[src/rtl/cache_fill_controller_pkg.sv]
// Shared types and helpers for the cache block-fill engine.
package cache_fill_controller_pkg;

    typedef enum logic [1:0] {
        ST_FLUSH = 2'd0,
        ST_IDLE  = 2'd1,
        ST_ISSUE = 2'd2,
        ST_DRAIN = 2'd3
    } fill_state_e;

    // Counter/index width that never collapses to zero bits.
    function automatic int clog2_min1(input int value);
        return (value > 1) ? $clog2(value) : 1;
    endfunction

endpackage

[src/rtl/cache_fill_controller_rr_arbiter.sv]
// Requester arbiter: fixed priority (lowest index) or round-robin starting at ptr.
module rr_arbiter
    import cache_fill_controller_pkg::*;
#(
    parameter int NUM_REQ  = 2,
    parameter int ARB_MODE = 0,
    parameter int PTR_W    = clog2_min1(NUM_REQ)
) (
    input  logic [NUM_REQ-1:0] req,
    input  logic [PTR_W-1:0]   ptr,
    output logic [NUM_REQ-1:0] gnt,
    output logic [PTR_W-1:0]   gnt_idx
);

    logic found;

    // Scan requesters from the start index, first asserted one wins.
    always_comb begin
        int start;
        int j;
        gnt     = '0;
        gnt_idx = '0;
        found   = 1'b0;
        start   = (ARB_MODE == 1) ? int'(ptr) : 0;
        j       = 0;
        for (int i = 0; i < NUM_REQ; i++) begin
            j = start + i;
            if (j >= NUM_REQ) begin
                j = j - NUM_REQ;
            end
            if (!found && req[j]) begin
                gnt[j]  = 1'b1;
                gnt_idx = PTR_W'(j);
                found   = 1'b1;
            end
        end
    end

endmodule

[src/rtl/cache_fill_controller.sv]
// Block-fill engine: arbitrates cache misses, streams one word address per cycle
// to a pipelined memory and forwards the returned words to the granted cache.
//
// state    | meaning
// ---------+-----------------------------------------------------------
// ST_FLUSH | after reset, swallow in-flight memory returns for MEM_LATENCY cycles
// ST_IDLE  | wait for a miss, latch grant and block base address
// ST_ISSUE | one read per cycle, word 0..WPB-1
// ST_DRAIN | all reads issued, collect remaining returns until fill_done
module cache_fill_controller
    import cache_fill_controller_pkg::*;
#(
    parameter int NUM_REQ         = 2,
    parameter int ADDR_W          = 16,
    parameter int DATA_W          = 16,
    parameter int WORDS_PER_BLOCK = 8,
    parameter int MEM_LATENCY     = 4,
    parameter int ARB_MODE        = 0
) (
    input  logic                                 clk,
    input  logic                                 rst_n,
    input  logic [NUM_REQ-1:0]                   miss_req,
    input  logic [NUM_REQ*ADDR_W-1:0]            miss_addr,
    output logic [NUM_REQ-1:0]                   fill_busy,
    output logic [NUM_REQ-1:0]                   fill_grant,
    output logic                                 fill_valid,
    output logic [$clog2(WORDS_PER_BLOCK)-1:0]   fill_word_idx,
    output logic [DATA_W-1:0]                    fill_data,
    output logic                                 fill_done,
    output logic                                 mem_en,
    output logic [ADDR_W-1:0]                    mem_addr,
    input  logic [DATA_W-1:0]                    mem_rdata,
    input  logic                                 mem_rvalid,
    output logic                                 err_rvalid
);

    localparam int WORD_BYTES = DATA_W / 8;
    localparam int IDX_W      = $clog2(WORDS_PER_BLOCK);
    localparam int OFS_BITS   = $clog2(WORDS_PER_BLOCK * WORD_BYTES);
    localparam int PTR_W      = clog2_min1(NUM_REQ);
    localparam int FL_W       = clog2_min1(MEM_LATENCY);
    localparam logic [ADDR_W-1:0] BLK_MASK = ADDR_W'((1 << OFS_BITS) - 1);
    localparam logic [IDX_W-1:0]  LAST_IDX = IDX_W'(WORDS_PER_BLOCK - 1);

    fill_state_e         state_q, state_d;
    logic [IDX_W-1:0]    issue_cnt_q, issue_cnt_d;
    logic [IDX_W-1:0]    ret_cnt_q, ret_cnt_d;
    logic [FL_W-1:0]     flush_cnt_q, flush_cnt_d;
    logic [ADDR_W-1:0]   base_q, base_d;
    logic [NUM_REQ-1:0]  grant_q, grant_d;
    logic [PTR_W-1:0]    grant_idx_q, grant_idx_d;
    logic [PTR_W-1:0]    ptr_q, ptr_d;
    logic                fill_valid_q, fill_valid_d;
    logic [IDX_W-1:0]    fill_idx_q, fill_idx_d;
    logic [DATA_W-1:0]   fill_data_q, fill_data_d;
    logic                fill_done_q, fill_done_d;
    logic                err_q, err_d;

    logic [NUM_REQ-1:0]  arb_gnt;
    logic [PTR_W-1:0]    arb_idx;
    logic [ADDR_W-1:0]   req_addr;
    logic                accept_ret;

    rr_arbiter #(
        .NUM_REQ  (NUM_REQ),
        .ARB_MODE (ARB_MODE),
        .PTR_W    (PTR_W)
    ) u_arb (
        .req     (miss_req),
        .ptr     (ptr_q),
        .gnt     (arb_gnt),
        .gnt_idx (arb_idx)
    );

    // Miss address of the requester the arbiter would pick this cycle.
    always_comb begin
        req_addr = '0;
        for (int i = 0; i < NUM_REQ; i++) begin
            if (arb_gnt[i]) begin
                req_addr = miss_addr[i*ADDR_W +: ADDR_W];
            end
        end
    end

    // Next-state, counters, issue strobe and return capture.
    always_comb begin
        state_d      = state_q;
        issue_cnt_d  = issue_cnt_q;
        ret_cnt_d    = ret_cnt_q;
        flush_cnt_d  = flush_cnt_q;
        base_d       = base_q;
        grant_d      = grant_q;
        grant_idx_d  = grant_idx_q;
        ptr_d        = ptr_q;
        fill_valid_d = 1'b0;
        fill_idx_d   = fill_idx_q;
        fill_data_d  = fill_data_q;
        fill_done_d  = 1'b0;
        err_d        = err_q;
        mem_en       = 1'b0;
        mem_addr     = '0;
        // Once fill_done is showing, the block is complete; nothing more belongs to it.
        accept_ret   = (state_q == ST_ISSUE) || (state_q == ST_DRAIN && !fill_done_q);

        case (state_q)
            ST_FLUSH: begin
                if (flush_cnt_q == FL_W'(MEM_LATENCY - 1)) begin
                    flush_cnt_d = '0;
                    state_d     = ST_IDLE;
                end else begin
                    flush_cnt_d = flush_cnt_q + FL_W'(1);
                end
            end
            ST_IDLE: begin
                if (mem_rvalid) begin
                    err_d = 1'b1;
                end
                if (|miss_req) begin
                    grant_d     = arb_gnt;
                    grant_idx_d = arb_idx;
                    base_d      = req_addr & ~BLK_MASK;
                    issue_cnt_d = '0;
                    ret_cnt_d   = '0;
                    state_d     = ST_ISSUE;
                end
            end
            ST_ISSUE: begin
                mem_en      = 1'b1;
                mem_addr    = base_q + ADDR_W'(issue_cnt_q) * ADDR_W'(WORD_BYTES);
                issue_cnt_d = issue_cnt_q + IDX_W'(1);
                if (issue_cnt_q == LAST_IDX) begin
                    state_d = ST_DRAIN;
                end
            end
            ST_DRAIN: begin
                if (fill_done_q) begin
                    grant_d = '0;
                    state_d = ST_IDLE;
                    if (ARB_MODE == 1) begin
                        ptr_d = (grant_idx_q == PTR_W'(NUM_REQ - 1)) ? '0
                                                                     : grant_idx_q + PTR_W'(1);
                    end
                end
            end
            default: state_d = ST_FLUSH;
        endcase

        if (accept_ret && mem_rvalid) begin
            fill_valid_d = 1'b1;
            fill_idx_d   = ret_cnt_q;
            fill_data_d  = mem_rdata;
            fill_done_d  = (ret_cnt_q == LAST_IDX);
            ret_cnt_d    = ret_cnt_q + IDX_W'(1);
        end
    end

    // State and output registers with synchronous active-low reset.
    always_ff @(posedge clk) begin
        if (!rst_n) begin
            state_q      <= ST_FLUSH;
            issue_cnt_q  <= '0;
            ret_cnt_q    <= '0;
            flush_cnt_q  <= '0;
            base_q       <= '0;
            grant_q      <= '0;
            grant_idx_q  <= '0;
            ptr_q        <= '0;
            fill_valid_q <= 1'b0;
            fill_idx_q   <= '0;
            fill_data_q  <= '0;
            fill_done_q  <= 1'b0;
            err_q        <= 1'b0;
        end else begin
            state_q      <= state_d;
            issue_cnt_q  <= issue_cnt_d;
            ret_cnt_q    <= ret_cnt_d;
            flush_cnt_q  <= flush_cnt_d;
            base_q       <= base_d;
            grant_q      <= grant_d;
            grant_idx_q  <= grant_idx_d;
            ptr_q        <= ptr_d;
            fill_valid_q <= fill_valid_d;
            fill_idx_q   <= fill_idx_d;
            fill_data_q  <= fill_data_d;
            fill_done_q  <= fill_done_d;
            err_q        <= err_d;
        end
    end

    assign fill_grant    = grant_q;
    assign fill_valid    = fill_valid_q;
    assign fill_word_idx = fill_idx_q;
    assign fill_data     = fill_data_q;
    assign fill_done     = fill_done_q;
    assign err_rvalid    = err_q;
    assign fill_busy     = miss_req & ~(grant_q & {NUM_REQ{fill_done_q}});

endmodule

[config.mk]
export PLATFORM = sky130hd
export DESIGN_NAME = cache_fill_controller
export DESIGN_NICKNAME = d
export VERILOG_FILES = /design/src/rtl/cache_fill_controller_pkg.sv /design/src/rtl/cache_fill_controller_rr_arbiter.sv /design/src/rtl/cache_fill_controller.sv
export SDC_FILE = /design/constraint.sdc
export NUM_CORES = 1
export LEC_CHECK = 0
export CORE_MARGIN = 1.5
export CORE_UTILIZATION = 43
export CTS_CLUSTER_SIZE = 20
export DETAILED_ROUTE_END_ITERATION = 12
export PLACE_DENSITY = 0.89
export SLEW_MARGIN = 15
export SYNTH_ARGS = -nofsm -noshare
export SYNTH_HDL_FRONTEND = slang
export SYNTH_SLANG_ARGS = --single-unit
[constraint.sdc]
create_clock -name clk -period 1.7 [get_ports clk]
set_input_delay 0.17 -clock clk [delete_from_list [all_inputs] [get_ports clk]]
set_output_delay 0.17 -clock clk [all_outputs]
set_load 0.02 [all_outputs]
* Word-level counts from Yosys, hierarchy flattened
Index checks and enable logic that the tools add are counted.
Word-level totals: bits in registers 46, output and inout port bits 43, logic and storage cells 67
Cells by class: add/sub/neg operators 4, equal/unequal tests 10, muxes and demuxes 20, bitwise gates (word level) 3, reduce and logical (&&, ||, !) cells 19
Operators with widths (count):
- 16-bit two-way mux | 3
- 16-bit by 4-bit adder with 16-bit output | 1
- 2-bit two-way mux | 7
- 2-bit AND reduction | 5
- 3-bit two-way mux | 3
- 2-bit case mux with 4 select lines | 1
- 2-bit nonzero test | 4
- 3-bit by 1-bit adder with 3-bit output (second input constant) | 2
- 2-bit equality test (second input constant) | 3
- 3-bit equality test (second input constant) | 2
- 2-bit != test (second input constant) | 3
- 3-bit case mux with 2 select lines | 1
- 2-bit bitwise AND | 2
- 1-bit two-way mux | 4
- 2-bit case mux with 2 select lines | 1
- 4-bit AND reduction | 1
- 1-bit logical AND | 3
- 3-bit AND reduction | 1
- 2-bit by 1-bit adder with 2-bit output (second input constant) | 1
- 2-bit by 1-bit equality test with 1-bit output (second input constant) | 1
- 1-bit logical NOT | 2
- 2-bit logical NOT | 1
- 2-bit by 1-bit != test with 1-bit output (second input constant) | 1
- 2-bit NOT | 1
- other kinds (2) | 2

* Longest topological paths before layout
Gate-level depths: netlist (run 1).
word-level depth 6, depth in mapped cells 7, mapped depth without buffers 6

* Modules after synthesis
Synthesis (run 1) repeated with hierarchy kept, for this count alone.
Second synthesis, totals: cell total of the unflattened synthesis 240, area total of the unflattened synthesis 2169.6 um2
By module, submodules not included:
- cache_fill_controller | instances 1, cells an instance 237, area an instance 2140.8 um2, sequential area each 920.9 um2
- rr_arbiter | instances 1, cells an instance 3, area an instance 28.8 um2, sequential area each 0.0 um2

* Least setup slack after synthesis (run 1)
OpenSTA, ideal clock, no wires.
kind register -> register, start register state_q[0], end register ret_cnt_q[0], data arrival time 1515 ps, data required time 1585 ps, slack 70 ps, cell stages (with the launch flop) 8, path buffers 2, cell sequence dfxtp_1 > inv_1 > ha_1 > buf_4 > o21ai_2 > buf_6 > nor2_1 > o21a_1
On the way: cells in the longest elaborated chain, start to end 6, elaborated cells between the ends (all ways) 10, classes of those cells eq/ne: 3; mux: 1; reduce/logical: 6
Ends and longest elaborated chain:
- start: declaration | line cache_fill_controller.sv:45 | fill_state_e state_q, state_d;
- start signal: assignment | line cache_fill_controller.sv:174 | state_q <= state_d;
- 2-bit equality test | line cache_fill_controller.sv:103 | accept_ret = (state_q == ST_ISSUE) || (state_q == ST_DRAIN && !fill_done_q);
- 1-bit logical AND | line cache_fill_controller.sv:103
- 1-bit logical OR | line cache_fill_controller.sv:103
- 1-bit logical AND | line cache_fill_controller.sv:148 | if (accept_ret && mem_rvalid) begin
- 2-bit nonzero test (no line)
- 2-bit AND reduction (no line)
- end signal: assignment | line cache_fill_controller.sv:176 | ret_cnt_q <= ret_cnt_d;
- end: declaration | line cache_fill_controller.sv:47 | logic [IDX_W-1:0] ret_cnt_q, ret_cnt_d;
Parallel ways exist; a longest one is shown, timed or not. A chain may end at the register's enable or synchronous reset.

* Worst setup path in the final report (run 1)
start register state_q[0], end output port mem_addr[8]
On the way: cells in the longest elaborated chain, start to end 2
Ends and longest elaborated chain:
- 2-bit equality test | line cache_fill_controller.sv:105 | case (state_q)
- 16-bit two-way mux | line cache_fill_controller.sv:105
- end: declaration | line cache_fill_controller.sv:31 | output logic [ADDR_W-1:0] mem_addr,
No other way between the ends.

==> results of run 1 <==
[metrics by stage]
step	area, µm²	TNS [ns]	worst slack (ns)	cells	power, W
floorplan	2310	0	0.0704	259	0.00214
global placement	3260	0	0.0647	411	0.00252
detailed placement	3260	0	0.000532	411	0.00258
CTS	3410	0	0.000524	419	0.00356
global route	3350	-0.144	-0.0415	420	0.00379
finish	3350	0	0.0165	420	0.00358
[timing repair]
action	in CTS	in global routing
buffers inserted	0	1
pin swaps	0	1
resized for setup	48	14
endpoints found under the setup margin	18	29
[routing by layer]
metal  global-route usage  wire length, µm  up-vias
met5                    0                0        -
met1                0.234             2440      977
met3               0.0467              252       12
li1                     -                -     1047
met4               0.0963              173        0
met2                0.391             3080       64
[cell families (layout without fill, tap and decap cells)]
kind of cell             count (synthesis)  count (layout)
AND/OR/NAND/NOR                        102             102
AO/OA/AOI/OAI                           76              76
flip-flops                              46              46
buffers and inverters                   23             114
adder cells (fa/ha/maj)                  9               9
multiplexers                             2               2
other                                    1               1
[cell usage after synthesis]
cell        n
inv_1       4
nand3_1     5
nand2_1    38
nor2b_4     1
clkbuf_1    8
o21ai_2     1
nand3b_1    1
nor3b_2     1
o21a_4      1
conb_1      1
and2_1     16
o211ai_1    1
buf_2       4
o21a_1      2
nand2b_1    1
mux2i_1     2
buf_6       2
a21boi_0    2
o211a_1     1
nand2_2    18
a21oi_1    14
a2111oi_4   1
nor2_1     13
o21ai_1     1
and3_1      2
o21ai_0    23
dfxtp_1    46
o311a_2     1
a21boi_1    4
inv_2       1
buf_12      2
o22ai_1     3
a31o_2      1
a21boi_2   20
nor2b_1     6
ha_1        9
buf_4       2
[area by class of cell]
| class | instances | area, µm² |
|---|---|---|
| Fill cell | 457 | 1790 |
| Timing Repair Buffer | 101 | 942 |
| Multi-Input combinational cell | 190 | 1240 |
| Tap cell | 70 | 87.6 |
| Inverter | 5 | 18.8 |
| Clock inverter | 3 | 68.8 |
| Clock buffer | 5 | 68.8 |
| Sequential cell | 46 | 921 |
[critical path, cell delays in order (launching register included)]
cell,delay [ns]
dfxtp_1,0.34
inv_1,0.07
ha_1,0.23
buf_12,0.16
and2_1,0.16
clkdlybuf4s15_2,0.25
[report_power, final]
| group | internal [W] | switching, W | total [W] |
|---|---|---|---|
| logic | 0.000609 | 0.000659 | 0.00127 |
| registers | 0.00125 | 0.0000851 | 0.00133 |
| clock network | 0.000589 | 0.000384 | 0.000973 |
| total | 0.00245 | 0.00113 | 0.00358 |
[state kept, by name (all words and copies together), names as in the netlist]
signal         cells
err_rvalid         1
fill_word_idx      3
flush_cnt_q        2
ret_cnt_q          3
issue_cnt_q        3
state_q            2
fill_valid         1
fill_done          1
fill_grant         2
base_q            12
fill_data         16
[path summary, 6_finish.rpt]
| path | from | end | slack [ns] | cells past startpoint |
|---|---|---|---|---|
| min | mem_rdata[13] | fill_data[13] | 0.42 | 3 |
| max reg2reg | state_q[1] | state_q[0] | 0.07 | 7 |
| min reg2reg | fill_data[5] | fill_data[5] | 0.47 | 2 |
| max | state_q[0] | mem_addr[8] | 0.02 | 5 |
==> impl_metrics.tcl, run 1 <==
set metrics [dict create \
    yosys.area_share.simple 0.225 \
    fin_crit_ns 1.68 \
    layout-drive-gt1-share 0.243 \
    grt_overflow 0 \
    antenna_found_initial 0 \
    coreArea_mm2 0.00514 \
    most-common-layout-cells "clkdlybuf4s50_1 (68), dfxtp_1 (46), nand2_1 (38), o21ai_0 (23), a21boi_2 (20)" \
    gp_congestion 0.747 \
    worst_setup_path_start_kind "register" \
    io_pins 96 \
    fmax_mhz 594 \
    die_x_um 76.2 \
    hold_class "input port to register" \
    slew_viol_final 0 \
    synthDominantCellAreaShare 0.399 \
    die_area_mm2 0.00581 \
    wl_per_cell_um 14.2 \
    yosysTopAreaCell "dfxtp_1" \
    yosys_warnings 0 \
    cts-root-buf "clkbuf_8" \
    path_clk_slew_ns 0.09 \
    synth_compound_area_frac 0.253 \
    worstPathRequired_ns 1.53 \
    powerDensity_mw_per_mm2 1070 \
    drtAntennaViolNets 0 \
    p_leak_nw 1.30 \
    synth.area.top_cells "dfxtp_1 (40%), a21boi_2 (9.8%), nand2_1 (6.2%), o21ai_0 (5.0%), ha_1 (4.9%)" \
    crit_arrival_ns 1.51 \
    n_antenna_cell 0 \
    drv_cap 0 \
    clock_latency_ns 0.31 \
    hold_viol_final 0 \
    drt_iter0_markers 121 \
    track_usage 0.214 \
    synthAdderAreaFrac 0.0488 \
    fin_nets 411 \
    status "completed" \
    cts.sink_count 46 \
    synth_seq_cells 46 \
    die_y_um 76.2 \
    drt_wl_total_mm 5.95 \
    irDropWorstVdd_mv 0.571 \
    syn_area_mm2 0.00231 \
    fin_crit_sh 0.990 \
    layout_commonest_cell "clkdlybuf4s50_1" \
    via_per_inst 5.00 \
    syn_nets 321 \
    crit_path_end_kind "output pin" \
    setup_violations 0 \
    dr.pass1.iters 4 \
    area_delta_synth_final_pct 45.1 \
    cp_max_fo 22 \
    synthMuxAreaShare 0.00868 \
    syn_area_per_cell_um2 8.90 \
    first_global_vias 2134 \
    final_core_util 0.651 \
    grt_pass1_wl_mm 9.91 \
    cts.path.max_buffers 2 \
    grt_max_degree 48 \
    htreeDepth 2 \
    cts_tree "built" \
    dp.final_hpwl_mm 4.18 \
    ctsHoldBuffers 0 \
    synth-xor-area-share 0 \
    holdWs_ns 0.424 \
    path_class "register to output pin" \
    vias 2100 \
    fin_skew_ns 0.00671 \
    yosys.cell_types.count 37 \
    core.rowCount 26 \
    drc 0 \
    synth_top_family_by_area "compound AO/OA/AOI/OAI gates" \
    rsz0062_at_grt "true" \
    cts_made_buffers 5 \
    initial_utilization 0.449 \
    synthCells 259 \
    ys_seq_area_frac 0.399 \
    numPortBuffers 86 \
]
(Power assumes the default switching activity.)
==> run 2: changes to the inputs <==
--- a/config.mk
+++ b/config.mk
@@ -6,11 +6,12 @@
 export NUM_CORES = 1
 export LEC_CHECK = 0
 export CORE_MARGIN = 1.5
-export CORE_UTILIZATION = 43
+export CORE_UTILIZATION = 42
 export CTS_CLUSTER_SIZE = 20
 export DETAILED_ROUTE_END_ITERATION = 12
 export PLACE_DENSITY = 0.89
-export SLEW_MARGIN = 15
+export SLEW_MARGIN = 20
 export SYNTH_ARGS = -nofsm -noshare
 export SYNTH_HDL_FRONTEND = slang
+export SYNTH_HIERARCHICAL = 1
 export SYNTH_SLANG_ARGS = --single-unit
==> run 2 against run 1 <==
Net effect:
- clock skew grew 0.00080 ns
- hold slack worse by 0.011 ns
- sequential cell count stayed put
- cell area decreased by 3.7%
- die area down 3.5%
- routed wire length decreased by 13%
- sequential power barely moved
==> impl_metrics.tcl, run 2 <==
set metrics [dict create \
    track_usage 0.195 \
    vias 1955 \
    async_reset_ff_frac 0 \
    drt_wl_total_mm 5.20 \
    yosysMostFrequentCell "nand2_1" \
    area_delta_synth_final_pct 48.5 \
    wl_per_cell_um 13.2 \
    status "completed" \
    crit_path_end_kind "output pin" \
    path_class "register to output pin" \
    synthMuxAreaShare 0.0138 \
    layout_commonest_cell "clkdlybuf4s50_1" \
    die_x_um 74.9 \
    fin_area_mm2 0.00322 \
    dr.pass1.iters 4 \
    slew_viol_final 0 \
    top_layer_used "met4" \
    fin_nets 389 \
    ff2ff_setup_slack_ns 0.13 \
    drt-met1-wl_mm 2.14 \
    cp_slowest_cell "dfxtp_1" \
    via_per_inst 4.95 \
    hold_viol_final 0 \
    regToRegStartpoint "state_q[0]" \
    drtAntennaViolNets 0 \
    drv_cap 0 \
    drc 0 \
    most-common-layout-cells "clkdlybuf4s50_1 (68), nand2_1 (47), dfxtp_1 (45), a21boi_1 (23), and2_1 (16)" \
    wl_met2_mm 2.70 \
    syn_nets 302 \
    htreeDepth 2 \
    cts.path.max_buffers 2 \
    die_area_mm2 0.00561 \
    first_global_vias 1926 \
    die_y_um 74.9 \
    synth_ff_type "dfxtp_1" \
    wl_met3_um 313 \
    cts.sink_count 46 \
    synth_seq_cells 46 \
    synthAdderAreaFrac 0.0519 \
    dp.final_hpwl_mm 3.84 \
    worstPathCellList "inv_1, ha_4, buf_12, and2_1, clkdlybuf4s15_2" \
    gp_congestion 0.737 \
    p_leak_nw 1.24 \
    grt_overflow 0 \
    synthCells 240 \
    fmax_mhz 618 \
    slew_headroom 0.663 \
    synthDominantCellAreaShare 0.424 \
    path_clk_slew_ns 0.09 \
    hp-start "mem_rdata[3]" \
    cts_tree "built" \
    postPlaceCellArea_mm2 0.00314 \
    n_antenna_cell 0 \
    crit_start "state_q[0]" \
    ys_seq_area_frac 0.424 \
    yosysTopAreaCell "dfxtp_1" \
    holdWs_ns 0.413 \
    crit_arrival_ns 1.45 \
    yosys.area_share.simple 0.269 \
    io_pins 96 \
    clock_latency_ns 0.30 \
    worst_setup_path_start_kind "register" \
    numPortBuffers 86 \
    fin_crit_sh 0.952 \
    synth_compound_area_frac 0.189 \
    critPathMaxStageDelay_ns 0.34 \
    cts-root-buf "clkbuf_8" \
    grt_max_degree 48 \
    path_buf_inv 3 \
    crit_family "buffers and inverters" \
    powerDensity_mw_per_mm2 1030 \
    core.rowCount 25 \
    cp_max_fo 19 \
    cts_made_buffers 5 \
    largest_register_ffs 16 \
    yosys_warnings 6 \
    cts_setup_buffers 0 \
    synth_top_family_by_area "simple AND/OR/NAND/NOR gates" \
    antenna_found_initial 0 \
    setup_violations 0 \
    worstPathRequired_ns 1.53 \
    hold_class "input port to register" \
    rsz0062_at_grt "false" \
    synth-xor-area-share 0 \
    syn_area_per_cell_um2 9.04 \
    coreArea_mm2 0.00485 \
    syn_area_mm2 0.00217 \
    synth_common_cells "nand2_1 (47), dfxtp_1 (46), a21boi_1 (23), and2_1 (16), nor2_1 (13)" \
    tightest_slew_ns 0.504 \
    synth_edf_count 0 \
    synth.area.top_cells "dfxtp_1 (42%), nand2_1 (8.1%), a21boi_1 (8.0%), ha_1 (5.2%), and2_1 (4.6%)" \
    final_core_util 0.665 \
    layout-drive-gt1-share 0.149 \
    irDropWorstVdd_mv 0.534 \
    fin_skew_ns 0.00751 \
    fin_crit_ns 1.62 \
    grt_pass1_wl_mm 8.43 \
    initial_utilization 0.447 \
    yosys.cell_types.count 35 \
    drt_iter0_markers 55 \
]
[run 2: cells by family after synthesis]
logic type,after synthesis
AO/OA/AOI/OAI,49
adder cells (fa/ha/maj),9
buffers and inverters,21
flip-flops,46
multiplexers,3
other,1
AND/OR/NAND/NOR,111
[run 2: worst reg2reg max path: cells and delay by family (launching register included)]
kind / cells / cell delay, ns
AO/OA/AOI/OAI: 2 / 0.48
flip-flops: 1 / 0.32
buffers and inverters: 1 / 0.14
adder cells (fa/ha/maj): 1 / 0.23
AND/OR/NAND/NOR: 2 / 0.30
[run 2: metrics by stage]
step	setup WS (ns)	total power [W]	TNS, ns	cells
floorplan	0.0911	0.00217	0	240
global placement	-0.139	0.00261	-1.50	387
detailed placement	-0.275	0.00266	-2.67	387
CTS	0.00224	0.00332	0	395
global route	0.00894	0.00353	0	395
finish	0.0816	0.00330	0	395
[run 2: path summary, 6_finish.rpt]
kind | to | cells past startpoint
max | mem_addr[10] | 5
min | fill_data[3] | 3
max reg2reg | state_q[0] | 6
min reg2reg | fill_data[0] | 2
[run 2: repair_timing]
item / 4_1_cts / 5_1_grt
pin swaps: 0 / 1
resized for setup: 38 / 18
hold endpoints to repair: 0 / 0
hold buffers: 0 / 0
endpoints found under the setup margin: 17 / 49
[run 2: where the power goes]
group          total (W)  switching [W]  internal, W
Clock           0.000654       0.000363     0.000290
Sequential       0.00134      0.0000869      0.00125
Combinational    0.00131       0.000653     0.000658
Total            0.00330        0.00110      0.00220
[run 2: layer usage]
| layer | track usage | vias to the layer above |
|---|---|---|
| met5 | 0 | - |
| met2 | 0.374 | 59 |
| met3 | 0.0495 | 6 |
| met1 | 0.211 | 906 |
| li1 | - | 984 |
| met4 | 0.0485 | 0 |
[run 2: layout make-up]
class,instances,area [µm²]
clock inverters,2,13.8
multi-input cells,173,1170
repair buffers,98,948
well taps,67,83.8
clock buffers,6,72.6
inverters,3,11.3
flip-flops and latches,46,922
fillers,411,1630
==> run 3: changes to the inputs <==
--- a/config.mk
+++ b/config.mk
@@ -10,6 +10,7 @@
 export CTS_CLUSTER_SIZE = 20
 export DETAILED_ROUTE_END_ITERATION = 12
 export PLACE_DENSITY = 0.89
+export RECOVER_POWER = 50
 export SLEW_MARGIN = 20
 export SYNTH_ARGS = -nofsm -noshare
 export SYNTH_HDL_FRONTEND = slang
==> run 3 against run 2 <==
Net effect:
- power is 1.1% lower
- via count decreased by 0.15%
- setup slack about the same
- largest cell class unchanged
- core utilization down 0.34 points
- clock-buffer cell count unchanged
- clock power is essentially flat
- critical path depth stayed put
- sequential power is essentially flat
- register-to-register slack about the same
- global-route usage did not move
==> impl_metrics.tcl, run 3 (same netlist as run 2, synthesis figures left out) <==
set metrics [dict create \
    cts_made_buffers 5 \
    powerDensity_mw_per_mm2 1020 \
    fin_skew_ns 0.00711 \
    die_x_um 74.9 \
    ctsHoldBuffers 0 \
    critPathMaxStageDelay_ns 0.34 \
    power_w 0.00327 \
    slew_viol_final 0 \
    wl_met3_um 309 \
    hold_viol_final 0 \
    rsz0062_at_grt "false" \
    status "completed" \
    layout_commonest_cell "nand2_1" \
    fin_nets 389 \
    area_delta_synth_final_pct 47.8 \
    slew_headroom 0.667 \
    cp_max_fo 19 \
    r2r_end "ret_cnt_q[2]" \
    crit_arrival_ns 1.45 \
    numPortBuffers 86 \
    die_area_mm2 0.00561 \
    grt_pass1_wl_mm 8.43 \
    whs_path_depth 3 \
    fillCellCount 415 \
    worstPathRequired_ns 1.53 \
    initial_utilization 0.447 \
    hold-path-endpoint "fill_data[3]" \
    irDropWorstVdd_mv 0.533 \
    vias 1952 \
    crit_path_end_kind "output pin" \
    most-common-layout-cells "nand2_1 (48), dfxtp_1 (45), clkdlybuf4s50_1 (44), dlygate4sd3_1 (24), a21boi_1 (23)" \
    fin_crit_ns 1.62 \
    wl_per_cell_um 13.1 \
    post-place-cells 387 \
    coreArea_mm2 0.00485 \
    drt_iter0_markers 59 \
    layout-drive-gt1-share 0.143 \
    first_global_vias 1926 \
    stdcell_count 395 \
    ff2ff_setup_slack_ns 0.13 \
    cp_slowest_cell "dfxtp_1" \
    hold_class "input port to register" \
    track_usage 0.195 \
    path_class "register to output pin" \
    drtAntennaViolNets 0 \
    p_leak_nw 1.31 \
    fmax_mhz 618 \
    drt-met1-wl_mm 2.12 \
    final-seq-area_um2 922 \
    multi_input_comb_area_mm2 0.00116 \
    die_y_um 74.9 \
    rr_worst_depth 7 \
    worst_setup_path_start_kind "register" \
    holdWs_ns 0.413 \
    htreeDepth 2 \
    via_per_inst 4.94 \
    drt_wl_total_mm 5.19 \
    n_antenna_cell 0 \
    core.rowCount 25 \
    hp-start "mem_rdata[3]" \
    cts.path.max_buffers 2 \
    cts_tree "built" \
    antenna_found_initial 0 \
    worstPathCellList "inv_1, ha_4, buf_12, and2_1, clkdlybuf4s15_2" \
    final_core_util 0.661 \
    grt_overflow 0 \
    regToRegStartpoint "state_q[0]" \
    clock_latency_ns 0.30 \
    top_layer_used "met4" \
    fin_crit_sh 0.952 \
    dp.final_hpwl_mm 3.84 \
    wl_met2_mm 2.71 \
    drv_cap 0 \
    cts-root-buf "clkbuf_8" \
    cts.sink_count 46 \
    dr.pass1.iters 6 \
    io_pins 96 \
    tightest_slew_ns 0.497 \
    largest_register_ffs 16 \
    path_clk_slew_ns 0.09 \
    drc 0 \
    setup_violations 0 \
    grt_max_degree 48 \
    gp_congestion 0.737 \
]
[run 3: changes by cell type in the layout (fill, tap and decap cells not counted), sizes merged]
cell           before  now
dlygate4sd3         0   24
clkdlybuf4s50      68   44
clkbuf             16   18
buf                12   11
dlymetal6s2s        1    0
[run 3: repair_timing]
item | in CTS | in global routing
pin swaps | 0 | 1
gates resized for setup | 38 | 18
setup endpoints to repair | 17 | 49
setup buffers | 0 | 0
[run 3: final cells by class]
class                   count  area share
clock inverters             2     0.00429
well taps                  67      0.0262
multi-input cells         173       0.363
inverters                   3     0.00351
repair buffers             98       0.292
clock buffers               6      0.0226
flip-flops and latches     46       0.288
[run 3: how the worst max path moves through the flow]
| stage | startpoint | to | slack (ns) | cells past startpoint |
|---|---|---|---|---|
| after floorplan | state_q[0] | ret_cnt_q[0] | 0.09 | 7 |
| after global placement | miss_req[0] | base_q[9] | -0.14 | 5 |
| after detailed placement | miss_req[0] | base_q[15] | -0.28 | 5 |
| after CTS | miss_req[1] | fill_busy[1] | 0.002 | 3 |
| after global routing | state_q[1] | state_q[0] | 0.009 | 6 |
| final | state_q[0] | mem_addr[10] | 0.08 | 5 |
[run 3: metal layers]
metal | up-vias | track usage
met4 | 0 | 0.0485
met3 | 6 | 0.0495
met2 | 58 | 0.374
met1 | 901 | 0.211
met5 | - | 0
li1 | 987 | -
[run 3: power by group]
part	switching, W	internal (W)
Combinational	0.000646	0.000628
Clock	0.000364	0.000290
Sequential	0.0000852	0.00125
[run 3: through the flow]
| stage | area, µm² | worst slack (ns) | TNS [ns] |
|---|---|---|---|
| 2_1_floorplan | 2170 | 0.0911 | 0 |
| 3_3_place_gp | 3140 | -0.139 | -1.50 |
| 3_5_place_dp | 3140 | -0.275 | -2.67 |
| 4_1_cts | 3240 | 0.00224 | 0 |
| 5_1_grt | 3210 | 0.00929 | 0 |
| 6_report | 3210 | 0.0811 | 0 |
[run 3: critical path, delay by kind of cell (launching register included)]
family | cells | cell delay, ns
simple gates | 1 | 0.16
flops | 1 | 0.34
buf+inv | 3 | 0.47
fa+ha+maj | 1 | 0.18
